[src/rtl/pipe_pkg.sv]
// pipe_pkg -- definitions shared by the pipeline control blocks.
//   REG_W      : architectural register index width
//   X0         : index of the hard-wired zero register
//   hz_state_t : hazard controller FSM state {RUN, MEM_WAIT}
package pipe_pkg;

    localparam int REG_W = 5;
    localparam logic [REG_W-1:0] X0 = '0;

    typedef enum logic {
        RUN      = 1'b0,
        MEM_WAIT = 1'b1
    } hz_state_t;

endpackage

[src/rtl/hazard_perf_cnt.sv]
// hazard_perf_cnt -- performance counters for the hazard controller.
// Both counters wrap modulo 2^CNT_W and clear on reset.
// Ports:
//   clk, reset    : clock, synchronous active-high reset
//   stall_inc     : count one stall cycle this cycle
//   flush_inc     : count one front-end flush this cycle
//   stall_cycles  : cycles with the PC held
//   flush_count   : cycles with the F/D register flushed
module hazard_perf_cnt #(
    parameter int CNT_W = 32
) (
    input  logic             clk,
    input  logic             reset,
    input  logic             stall_inc,
    input  logic             flush_inc,
    output logic [CNT_W-1:0] stall_cycles,
    output logic [CNT_W-1:0] flush_count
);

    always_ff @(posedge clk) begin
        if (reset) begin
            stall_cycles <= '0;
            flush_count  <= '0;
        end else begin
            if (stall_inc) stall_cycles <= stall_cycles + 1'b1;
            if (flush_inc) flush_count  <= flush_count + 1'b1;
        end
    end

endmodule

[src/rtl/hazard_ctrl.sv]
// hazard_ctrl -- pipeline hazard controller for the five-stage core.
// Drives PC enable plus stall/flush controls of the F/D, D/E, E/M and M/W
// registers. Fixed priority: memory wait > misprediction > load-use > none.
// All controls are combinational so the pipeline registers act on them at
// the same edge. A watchdog pulses mem_timeout after WAIT_LIMIT consecutive
// wait cycles but never releases the stall.
// Optional feature: define HAZARD_CTRL_PERF_EN to build the performance
// counters; otherwise stall_cycles and flush_count are tied to 0.
// Ports:
//   clk, reset               : clock, synchronous active-high reset
//   rs1_d, rs2_d, use_rs*_d  : source registers of D and whether they are read
//   rd_e, memread_e          : destination of E and whether E is a load
//   mispredict_e             : branch in E resolved against the prediction
//   mem_req_m, mem_ready_m   : M accesses memory / access completes this cycle
//   pc_en, stall_*, flush_*  : pipeline controls
//   mem_timeout              : one-cycle watchdog pulse
//   stall_cycles, flush_count: performance counters
//   state_dbg                : current FSM state for observation
module hazard_ctrl
    import pipe_pkg::*;
#(
    parameter int WAIT_LIMIT = 64,
    parameter int CNT_W      = 32
) (
    input  logic             clk,
    input  logic             reset,
    input  logic [REG_W-1:0] rs1_d,
    input  logic [REG_W-1:0] rs2_d,
    input  logic             use_rs1_d,
    input  logic             use_rs2_d,
    input  logic [REG_W-1:0] rd_e,
    input  logic             memread_e,
    input  logic             mispredict_e,
    input  logic             mem_req_m,
    input  logic             mem_ready_m,
    output logic             pc_en,
    output logic             stall_fd,
    output logic             flush_fd,
    output logic             stall_de,
    output logic             flush_de,
    output logic             stall_em,
    output logic             flush_mw,
    output logic             mem_timeout,
    output logic [CNT_W-1:0] stall_cycles,
    output logic [CNT_W-1:0] flush_count,
    output hz_state_t        state_dbg
);

    localparam int WC_W = $clog2(WAIT_LIMIT + 1);
    localparam logic [WC_W-1:0] LIMIT_V  = WC_W'(WAIT_LIMIT);
    localparam logic [WC_W-1:0] LIMIT_M1 = WC_W'(WAIT_LIMIT - 1);

    hz_state_t       state, state_nxt;
    logic [WC_W-1:0] wait_cnt;
    logic            mem_wait;
    logic            load_use;

    assign mem_wait = mem_req_m & ~mem_ready_m;
    assign load_use = memread_e & (rd_e != X0) &
                      ((use_rs1_d & (rs1_d == rd_e)) | (use_rs2_d & (rs2_d == rd_e)));

    // State register
    always_ff @(posedge clk) begin
        if (reset) state <= RUN;
        else       state <= state_nxt;
    end

    // Next state: a ready cycle or a dropped request ends the wait
    always_comb begin
        state_nxt = state;
        case (state)
            RUN:      if (mem_wait) state_nxt = MEM_WAIT;
            MEM_WAIT: if (mem_ready_m || !mem_req_m) state_nxt = RUN;
            default:  state_nxt = RUN;
        endcase
    end

    // Outputs. The wait condition is evaluated from the live inputs so the
    // first wait cycle (still in RUN) stalls as well, and the ready cycle
    // (still in MEM_WAIT) already follows normal priority.
    always_comb begin
        pc_en    = 1'b1;
        stall_fd = 1'b0;
        flush_fd = 1'b0;
        stall_de = 1'b0;
        flush_de = 1'b0;
        stall_em = 1'b0;
        flush_mw = 1'b0;
        if (reset) begin
            pc_en    = 1'b0;
            flush_fd = 1'b1;
            flush_de = 1'b1;
            flush_mw = 1'b1;
        end else if (mem_wait) begin
            pc_en    = 1'b0;
            stall_fd = 1'b1;
            stall_de = 1'b1;
            stall_em = 1'b1;
            flush_mw = 1'b1;
        end else if (mispredict_e) begin
            flush_fd = 1'b1;
            flush_de = 1'b1;
        end else if (load_use) begin
            pc_en    = 1'b0;
            stall_fd = 1'b1;
            flush_de = 1'b1;
        end
    end

    // Watchdog: counts consecutive wait cycles, saturating at WAIT_LIMIT
    always_ff @(posedge clk) begin
        if (reset || !mem_wait)     wait_cnt <= '0;
        else if (wait_cnt != LIMIT_V) wait_cnt <= wait_cnt + 1'b1;
    end

    // Pulse on the cycle the count steps onto the limit
    assign mem_timeout = ~reset & mem_wait & (wait_cnt == LIMIT_M1);

    assign state_dbg = state;

`ifdef HAZARD_CTRL_PERF_EN
    hazard_perf_cnt #(
        .CNT_W(CNT_W)
    ) u_perf (
        .clk         (clk),
        .reset       (reset),
        .stall_inc   (~pc_en & ~reset),
        .flush_inc   (flush_fd & ~reset),
        .stall_cycles(stall_cycles),
        .flush_count (flush_count)
    );
`else
    assign stall_cycles = '0;
    assign flush_count  = '0;
`endif

endmodule
[config.mk]
export PLATFORM = sky130hd
export DESIGN_NAME = hazard_ctrl
export DESIGN_NICKNAME = d
export VERILOG_FILES = /design/src/rtl/pipe_pkg.sv /design/src/rtl/hazard_perf_cnt.sv /design/src/rtl/hazard_ctrl.sv
export SDC_FILE = /design/constraint.sdc
export NUM_CORES = 1
export LEC_CHECK = 0
export BUFFER_PORTS_ARGS = -buffer_cell sky130_fd_sc_hd__buf_2
export CAP_MARGIN = 40
export CORE_UTILIZATION = 40
export DETAILED_ROUTE_END_ITERATION = 7
export PLACE_DENSITY = 0.87
export SLEW_MARGIN = 20
export SYNTH_ARGS = -nofsm -noshare
export SYNTH_HDL_FRONTEND = slang
export SYNTH_SLANG_ARGS = --single-unit
[constraint.sdc]
create_clock -name clk -period 2.1 [get_ports clk]
set_clock_uncertainty 0.05 [all_clocks]
set_input_delay 0.315 -clock clk [delete_from_list [all_inputs] [get_ports clk]]
set_output_delay 0.315 -clock clk [all_outputs]
set_load 0.01 [all_outputs]
==> flow_metrics.tcl <==
set metrics [dict create \
    antenna_found_initial 0 \
    synthTopCellsByArea "buf_4 (48%), dfxtp_1 (16%), xor2_1 (8.6%)" \
    rrSetupSlack_ns 0.83 \
    wirelength_mm 1.510 \
    p_leak_nw 0.5612 \
    syn-mean-instance-area_um2 7.947 \
    rr_worst_depth 5 \
    grt-ovfl-total 0 \
    drt_pass1_iterations 4 \
    fin_hold_ws_ns 0.4851 \
    worst_ep_arrival_time_ns 1.56 \
    grt_setup_unrepaired "no" \
    dpl.hpwl_mm 1.345 \
    gp_congestion 0.8247 \
    grt_pass1_vias 492 \
    ys_seq_elements 8 \
    drc_errors 0 \
    stdcell_area_um2 985.9 \
    ctsHoldBuffers 0 \
    routed-via-count 721 \
    clk_latency_ns 0.26 \
    initial_core_util_pct 44.28 \
    n_antenna_cell 0 \
    syn_inst 128 \
    crit_end "pc_en" \
    core_area_um2 2297 \
    switchingPower_uw 141.0 \
    p_comb_share_pct 31.9 \
    critical_path.startpoint "rd_e[4]" \
    critPathCaptureType "primary output" \
    yosysTopAreaCellShare_pct 47.97 \
    placed_cell_area_um2 963.4 \
    portBuffers 31 \
    outcome "complete, no violations" \
    cts_buffers 3 \
    dieWidth_um 52.43 \
    clock_sinks 8 \
    maxCapViolCount 0 \
    min_path_type "flip-flop to flip-flop" \
    grtUsageTotal_pct 10.05 \
    area_delta_synth_final_pct -3.075 \
    setup_viol 0 \
    multi_input_comb_area_um2 586.8 \
    via_per_inst 3.815 \
    r2r_start "wait_cnt[0]" \
    finalPower_uw 397.8 \
    yosysSeqAreaShare_pct 15.74 \
    yosys_warnings 0 \
    reg2reg_to "wait_cnt[6]" \
    maxSlewViolCount 0 \
    die_area_um2 2749 \
    fp.dieH_um 52.43 \
    seqCellArea_um2 160.2 \
    seq_power_share_pct 39.0 \
    postCtsSetupBuffers 0 \
    htree_levels 1 \
    synth_area_leader_cell "buf_4" \
    fin_nets 188 \
    core.rowCount 17 \
    layout_commonest_cell "conb_1" \
    grt_max_degree 6 \
    final_cells 189 \
    crit_required_ns 1.74 \
    routedWlPerCell_um 7.989 \
    cts_tree "done" \
    switching_share_pct 35.45 \
    hold_viol 0 \
    internal_power_uw 256.8 \
    grt_pass1_wl_mm 1.987 \
    cts-root-buf "clkbuf_4" \
    cp-start-kind "input port" \
    period_minus_slack_ns 1.927 \
    synth.distinct_cells 25 \
    power_frac_clock_pct 29.1 \
    fillers 250 \
    fmax_mhz 518.9 \
    drt_iter0_markers 13 \
    powerDensity_nw_per_um2 403.5 \
    ctsLongestPathBuffers 2 \
    crit_fanout 3 \
    tns_ns 0 \
    io_pins 96 \
    drtAntennaViolNets 0 \
    irDropWorstVdd_v 0.0002159 \
    synth_area_um2 1017 \
    drive_gt1_share_pct 22.36 \
    cts.repair.resized 0 \
    path_clk_slew_ns 0.05 \
    critical_path_class "input port to primary output" \
    period_share_pct 91.76 \
    layout_common_cells "conb_1 (64), buf_2 (31), xor2_1 (10)" \
    dp_cells 186 \
]
[worst max-delay path, stage by stage]
cell	delay (ns)
buf_2	0.12
xor2_1	0.17
nor4_2	0.26
a32oi_1	0.18
o311a_1	0.37
buf_2	0.14
[flip-flops by register name (all words and copies together), names as in the netlist]
name,count
state_dbg,1
wait_cnt,7
[logic make-up after synthesis]
logic type | count (synthesis) | share of synthesized area, %
buffers and inverters | 70 | 49.82
multiplexers | 1 | 0.9840
AO/OA/AOI/OAI | 5 | 3.936
flip-flops | 8 | 15.74
other | 1 | 0.3686
XOR/XNOR | 16 | 13.78
adder cells (fa/ha/maj) | 2 | 2.460
AND/OR/NAND/NOR | 25 | 12.92
[how the worst min path moves through the flow]
stage	from	to	cells past startpoint	slack, ns
2_1_floorplan	wait_cnt[6]	wait_cnt[6]	2	0.44
6_report	wait_cnt[6]	wait_cnt[6]	2	0.49
4_1_cts	wait_cnt[6]	wait_cnt[6]	2	0.49
3_3_place_gp	wait_cnt[6]	wait_cnt[6]	2	0.47
3_5_place_dp	wait_cnt[6]	wait_cnt[6]	2	0.48
5_1_grt	wait_cnt[1]	wait_cnt[1]	2	0.53
[synth_stat cells (all sizes together)]
library cell and count:
nand2 5, xor2 10, o311a 1, nand3b 1
o31ai 1, xnor2 6, and2 1, nor4b 1
conb 1, and3 1, nand2b 2, o311ai 1
inv 5, ha 2, o21ai 1, a32oi 1
buf 65, dfxtp 8, nor2 8, mux2i 1
nor4 2, nand3 2, or4 1, nor3 1
[cell type report]
class / count / share of cell area (%)
tap: 28 / 3.553
clock buffer: 3 / 2.284
timing repair buffer: 32 / 16.50
sequential: 8 / 16.24
multi-input combinational: 113 / 59.52
inverter: 5 / 1.904
[stage by stage]
step	worst slack [ns]	util (%)
3_5_place_dp	0.1786	41.94
2_1_floorplan	0.4399	-
4_1_cts	0.1776	42.92
3_3_place_gp	0.2319	41.94
5_1_grt	0.08102	42.92
6_report	0.1730	42.92
[routing by layer]
| metal | track usage (%) | share of wire [%] |
|---|---|---|
| met2 | 15.19 | 54 |
| met4 | 7.018 | 2.5 |
| met3 | 3.768 | 10 |
| met1 | 11.51 | 34 |
| met5 | 0 | 0 |
[power groups by stage]
stage	combinational, mW	clock (mW)	sequential, mW
floorplan	0.175	0	0.158
global placement	0.123	0	0.158
detailed placement	0.125	0	0.158
CTS	0.125	0.119	0.155
global route	0.144	0.131	0.155
finish	0.127	0.116	0.155
(Power assumes the default switching activity.)
